**config.mk**
```make
export PLATFORM = sky130hd
export DESIGN_NAME = alu_mul_ctrl_flat
export DESIGN_NICKNAME = d
export VERILOG_FILES = /design/src/rtl/alu_mul_ctrl_if.sv /design/src/rtl/alu_mul_ctrl.sv /design/src/flat_wrapper.sv
export SDC_FILE = /design/constraint.sdc
export NUM_CORES = 1
export LEC_CHECK = 0
export BUFFER_PORTS_ARGS = -buffer_cell sky130_fd_sc_hd__buf_2
export CAP_MARGIN = 20
export CORE_MARGIN = 2
export CORE_UTILIZATION = 35
export CTS_BUF_LIST = sky130_fd_sc_hd__clkbuf_4 sky130_fd_sc_hd__clkbuf_8 sky130_fd_sc_hd__clkbuf_16
export CTS_CLUSTER_DIAMETER = 80
export DETAILED_ROUTE_END_ITERATION = 12
export PLACE_DENSITY = 0.56
export REMOVE_ABC_BUFFERS = 1
export SYNTH_ARGS = -nofsm -noshare
export SYNTH_HDL_FRONTEND = slang
export SYNTH_SLANG_ARGS = --single-unit
```
**constraint.sdc**
```tcl
create_clock -name clk -period 1.9 [get_ports clk]
set_input_delay 0.19 -clock clk [delete_from_list [all_inputs] [get_ports clk]]
set_output_delay 0.19 -clock clk [all_outputs]
set_load 0.005 [all_outputs]
```
**src/rtl/alu_mul_ctrl_if.sv**
```systemverilog
// alu_mul_ctrl_if: start/busy/done handshake and operand/product bus between
// the surrounding datapath (master) and the multiply sequencer (slave).
//   start  master->slave  request, sampled only while the sequencer is idle
//   A, B   master->slave  multiplicand / multiplier, latched on accept
//   busy   slave->master  multiply in progress
//   done   slave->master  one-cycle pulse, P valid
//   P      slave->master  2*WIDTH-bit product, held until the next DONE
interface alu_mul_ctrl_if #(
    parameter int unsigned WIDTH = 4
);
    logic                   start;
    logic [WIDTH-1:0]       A;
    logic [WIDTH-1:0]       B;
    logic                   busy;
    logic                   done;
    logic [2*WIDTH-1:0]     P;

    modport master (
        output start, A, B,
        input  busy, done, P
    );

    modport slave (
        input  start, A, B,
        output busy, done, P
    );
endinterface

```
**src/rtl/alu_mul_ctrl.sv**
```systemverilog
// alu_mul_ctrl: unsigned WIDTH x WIDTH shift-and-add multiply sequencer that
// borrows the shared combinational ALU for its ADD operation only.
// Ports:
//   clk       rising-edge clock
//   rst       synchronous active-high reset (abandons any multiply)
//   bus       alu_mul_ctrl_if.slave: start, A, B in; busy, done, P out
//   alu_a     ALU A operand (accumulator)
//   alu_b     ALU B operand (multiplicand when Q[0]=1, else zero)
//   alu_cin   ALU carry-in, always 0
//   alu_s     ALU select, always ADD_OP
//   alu_f     ALU result
//   alu_cout  ALU carry-out
// One multiply: accept, WIDTH x (ADD, SHIFT), DONE; 2*WIDTH+2 cycles each.
module alu_mul_ctrl #(
    parameter int unsigned WIDTH  = 4,
    parameter logic [1:0]  ADD_OP = 2'b11
) (
    input  logic               clk,
    input  logic               rst,
    alu_mul_ctrl_if.slave      bus,
    output logic [WIDTH-1:0]   alu_a,
    output logic [WIDTH-1:0]   alu_b,
    output logic               alu_cin,
    output logic [1:0]         alu_s,
    input  logic [WIDTH-1:0]   alu_f,
    input  logic               alu_cout
);

    localparam int unsigned CW = (WIDTH > 1) ? $clog2(WIDTH) : 1;
    localparam logic [CW-1:0] CNT_LAST = CW'(WIDTH - 1);

    typedef enum logic [1:0] {
        IDLE,
        ADD,
        SHIFT,
        DONE
    } state_t;

    state_t               state, state_n;
    logic [WIDTH-1:0]     m, m_n;
    logic [WIDTH-1:0]     q, q_n;
    logic [WIDTH-1:0]     acc, acc_n;
    logic                 c, c_n;
    logic [CW-1:0]        cnt, cnt_n;
    logic [2*WIDTH-1:0]   p, p_n;

    always_ff @(posedge clk) begin
        if (rst) begin
            state <= IDLE;
            m     <= '0;
            q     <= '0;
            acc   <= '0;
            c     <= 1'b0;
            cnt   <= '0;
            p     <= '0;
        end else begin
            state <= state_n;
            m     <= m_n;
            q     <= q_n;
            acc   <= acc_n;
            c     <= c_n;
            cnt   <= cnt_n;
            p     <= p_n;
        end
    end

    always_comb begin
        state_n = state;
        m_n     = m;
        q_n     = q;
        acc_n   = acc;
        c_n     = c;
        cnt_n   = cnt;
        p_n     = p;
        case (state)
            IDLE: begin
                if (bus.start) begin
                    m_n     = bus.A;
                    q_n     = bus.B;
                    acc_n   = '0;
                    c_n     = 1'b0;
                    cnt_n   = '0;
                    state_n = ADD;
                end
            end
            ADD: begin
                // alu_b is already zero when Q[0]=0, so this step is unconditional
                {c_n, acc_n} = {alu_cout, alu_f};
                state_n      = SHIFT;
            end
            SHIFT: begin
                // carry re-enters at the top so the full 2*WIDTH product is kept
                acc_n = {c, acc[WIDTH-1:1]};
                q_n   = {acc[0], q[WIDTH-1:1]};
                c_n   = 1'b0;
                if (cnt == CNT_LAST) begin
                    // post-shift {ACC, Q}, formed from pre-shift registers
                    p_n     = {c, acc, q[WIDTH-1:1]};
                    state_n = DONE;
                end else begin
                    cnt_n   = cnt + 1'b1;
                    state_n = ADD;
                end
            end
            DONE: begin
                state_n = IDLE;
            end
            default: begin
                state_n = IDLE;
            end
        endcase
    end

    assign alu_a   = acc;
    assign alu_b   = q[0] ? m : '0;
    assign alu_cin = 1'b0;
    assign alu_s   = ADD_OP;

    assign bus.busy = (state != IDLE);
    assign bus.done = (state == DONE);
    assign bus.P    = p;

endmodule
```
**src/flat_wrapper.sv**
```systemverilog
// flat-port wrapper written by rule: the top's interface ports become plain ports
module alu_mul_ctrl_flat 
#(
    parameter int unsigned WIDTH  = 4,
    parameter logic [1:0]  ADD_OP = 2'b11
)
  (clk, rst, alu_a, alu_b, alu_cin, alu_s, alu_f, alu_cout, bus_start, bus_A, bus_B, bus_busy, bus_done, bus_P);
  alu_mul_ctrl_if #(.WIDTH(WIDTH)) bus_i ();
  input  logic clk;
  input  logic rst;
  output logic [WIDTH-1:0] alu_a;
  output logic [WIDTH-1:0] alu_b;
  output logic alu_cin;
  output logic [1:0] alu_s;
  input  logic [WIDTH-1:0] alu_f;
  input  logic alu_cout;
  input wire logic [$bits(bus_i.start)-1:0] bus_start;
  input wire logic [$bits(bus_i.A)-1:0] bus_A;
  input wire logic [$bits(bus_i.B)-1:0] bus_B;
  output wire logic [$bits(bus_i.busy)-1:0] bus_busy;
  output wire logic [$bits(bus_i.done)-1:0] bus_done;
  output wire logic [$bits(bus_i.P)-1:0] bus_P;
  assign bus_i.start = bus_start;
  assign bus_i.A = bus_A;
  assign bus_i.B = bus_B;
  assign bus_busy = bus_i.busy;
  assign bus_done = bus_i.done;
  assign bus_P = bus_i.P;
  alu_mul_ctrl #(.WIDTH(WIDTH), .ADD_OP(ADD_OP)) u_core (.clk(clk), .rst(rst), .bus(bus_i), .alu_a(alu_a), .alu_b(alu_b), .alu_cin(alu_cin), .alu_s(alu_s), .alu_f(alu_f), .alu_cout(alu_cout));
endmodule
```
==> key figures <==
Clock tree
  – Worst-path clk slew: 0.15 ns
  – Clk sinks: 25
  – Buffer depth of the longest clock path: 2
  – Root Buffer: clkbuf_4
  – Clk Latency, worst-skew pair: 0.32 ns
  – Post-CTS setup buffers: 0
  – CTS tree: built
  – Htree depth: 1
  – Post_cts resized: 0
  – Hold_buf cts: 0
  – CTS Buf Count: 3

Min path
  – Worst hold path class: input pin to flop
  – Worst hold stages: 3

Place
  – GPL Wtd Cong: 0.691
  – Area after DPL: 1370 um2
  – HPWL after detailed placement: 1950 um
  – PortBufs: 33

Worst setup path
  – CP max FO: 10
  – CP Data Arrival Time: 1.98 ns
  – Critical Path End Type: flop
  – Setup crit start kind: flop
  – Data required, critical path: 2.14 ns
  – Setup CP Type: flop to flop
  – Worst reg-to-reg path cell count: 5

Layout
  – Fill count: 360
  – Layout cells sized above 1: 25.0%
  – Register Area: 500 um2
  – Multi-input logic area: 622 um2
  – Layout Nets: 192
  – Layout overhead on the synthesized area: 15.9%
  – Finished Cell Area: 1400 um2
  – Antenna cells: 0

Logic synthesis
  – Cell count after synthesis: 139
  – Share of the synthesized area in the top cell type: 41.4%
  – Top FF cell, synth: dfxtp_1
  – Mean Syn Cell Area: 8.70 um2
  – Mapped Area: 1210 um2
  – Synth warn: 0
  – Largest area contributor in the netlist: dfxtp_1
  – Post-synth ARST share: 0%
  – Count of cell types in the netlist: 24
  – Sequential fraction of the synthesis area: 41.4%
  – Commonest cells post-synth: 25 x dfxtp_1, 23 x nand2_1, 20 x a21oi_1
  – Most common cell in the netlist: dfxtp_1
  – Number of synthesized flops with an enable pin: 0
  – Ranking of synthesized cells by area: dfxtp_1 41%, a21oi_1 8.3%, ha_1 7.2%
  – Seq cells post-synth: 25

Global routing
  – Gr ovfl total: 0
  – Vias in the first global route: 1052
  – GR Util met1: 16.8%
  – First-pass GRT wire length: 4600 um
  – M2 GR Usage: 25.4%
  – Initial antenna violation count: 0
  – Top Usage Layer GRT: met2
  – Largest net degree at the start of global routing: 26
  – Met3 Track Usage GR: 3.06%
  – Total global-route track usage: 14.1%

Route
  – DRT antenna net count: 0
  – Drt pass-1 iters: 4
  – Via density: 4.98
  – Overall routed net length: 2630 um
  – DR iter-0 viols: 37
  – Wire per inst: 12.3 um
  – Via Count: 1066
  – DRC: 0

STA
  – Setup Viol. Count Final: 0
  – Period minus WS final: 1.74 ns
  – Final Cycle Share: 91.4%
  – Final hold vios: 0
  – Clock Skew: 0.00705 ns
  – Min Hold Slack: 0.110 ns
  – Fin. max-slew vios: 0
  – Fin Setup TNS: 0 ns
  – RSZ-0062 raised after global routing: false
  – Max Fclk: 576 MHz

Floorplan
  – Initial Util: 36.2%
  – Row cnt: 21
  – DIE HEIGHT: 62.8 um
  – Die Area: 3940 um2
  – Core Area: 3340 um2
  – Horiz. Die Dim: 62.8 um
  – Io pins: 37

Power and ir drop
  – Leak pwr: 0.000589 uW
  – Worst VDD drop: 0.266 mV
  – Power density over the cells: 771 nW/um2

Flow run
  – Max-cap violations: 0

Run status
  – Status: finished clean
## final cells by class
type / instances / share of cell area, %
clock buffer: 3 / 1.61
timing repair buffer: 35 / 12.9
clock inverter: 1 / 0.536
tap: 46 / 4.11
sequential: 25 / 35.7
inverter: 3 / 0.804
multi-input combinational: 101 / 44.4
## final timing paths
| check | from | slack, ns | end |
|---|---|---|---|
| max | u_core.state[0] | 0.16 | u_core.q[1] |
| max reg2reg | u_core.state[0] | 0.16 | u_core.q[1] |
| min reg2reg | u_core.bus.P[5] | 0.46 | u_core.bus.P[5] |
| min | bus_A[3] | 0.11 | u_core.m[3] |
## routing by layer
| layer | vias to the layer above | routed length [um] |
|---|---|---|
| met4 | 0 | 15 |
| li1 | 535 | - |
| met2 | 29 | 1270 |
| met3 | 2 | 148 |
| met5 | - | 0 |
| met1 | 500 | 1200 |
## power by group
part / internal, uW / switching, uW
combinational: 111 / 137
sequential: 560 / 26.8
clock: 80.3 / 167
## worst max-delay path, stage by stage (launching register included)
cell and delay [ns]:
dfxtp_1 0.36, inv_1 0.16, ha_1 0.32, buf_4 0.18, mux2_2 0.42, a211oi_1 0.24
## per-stage QoR
stage / util, % / power [uW] / std cells / setup WS [ns]
finish: 42.0 / 1080 / 214 / 0.163
global route: 42.0 / 1150 / 214 / 0.0527
CTS: 42.0 / 1100 / 214 / 0.160
detailed placement: 41.1 / 847 / 210 / 0.197
global placement: 41.1 / 835 / 210 / 0.290
floorplan: - / 752 / 129 / 0.282
## sequential cells by signal, summed over array words and instances, names as in the netlist
register      cells
u_core.alu_a      4
u_core.bus.P      8
u_core.state      2
u_core.c          1
u_core.m          4
u_core.q          4
u_core.cnt        2
## cell families (layout without fill, tap and decap cells)
logic type	Yosys count	count (layout)	share of synthesized area, %
DFF	25	25	41.4
buffers and inverters	14	42	7.45
other	2	3	0.621
adders and majority gates	7	7	7.25
and+or+nand+nor	48	48	20.6
AOI/OAI and AO/OA	37	37	17.6
muxes	6	6	5.07
## cell usage in the layout, fill, tap and decap left out, drive strengths merged
cell and n:
nand2 23, dfxtp 25, a211oi 5, mux2i 5, or4b 4, nand3b 1, nand3 5, mux2 1
a22oi 4, clkbuf 3, nor2 4, clkinvlp 1, or3 2, ha 7, a21oi 20, buf 35
nor2b 2, o21ai 8, conb 3, and2 6, inv 3, nor3 1
(Power assumes the default switching activity.)
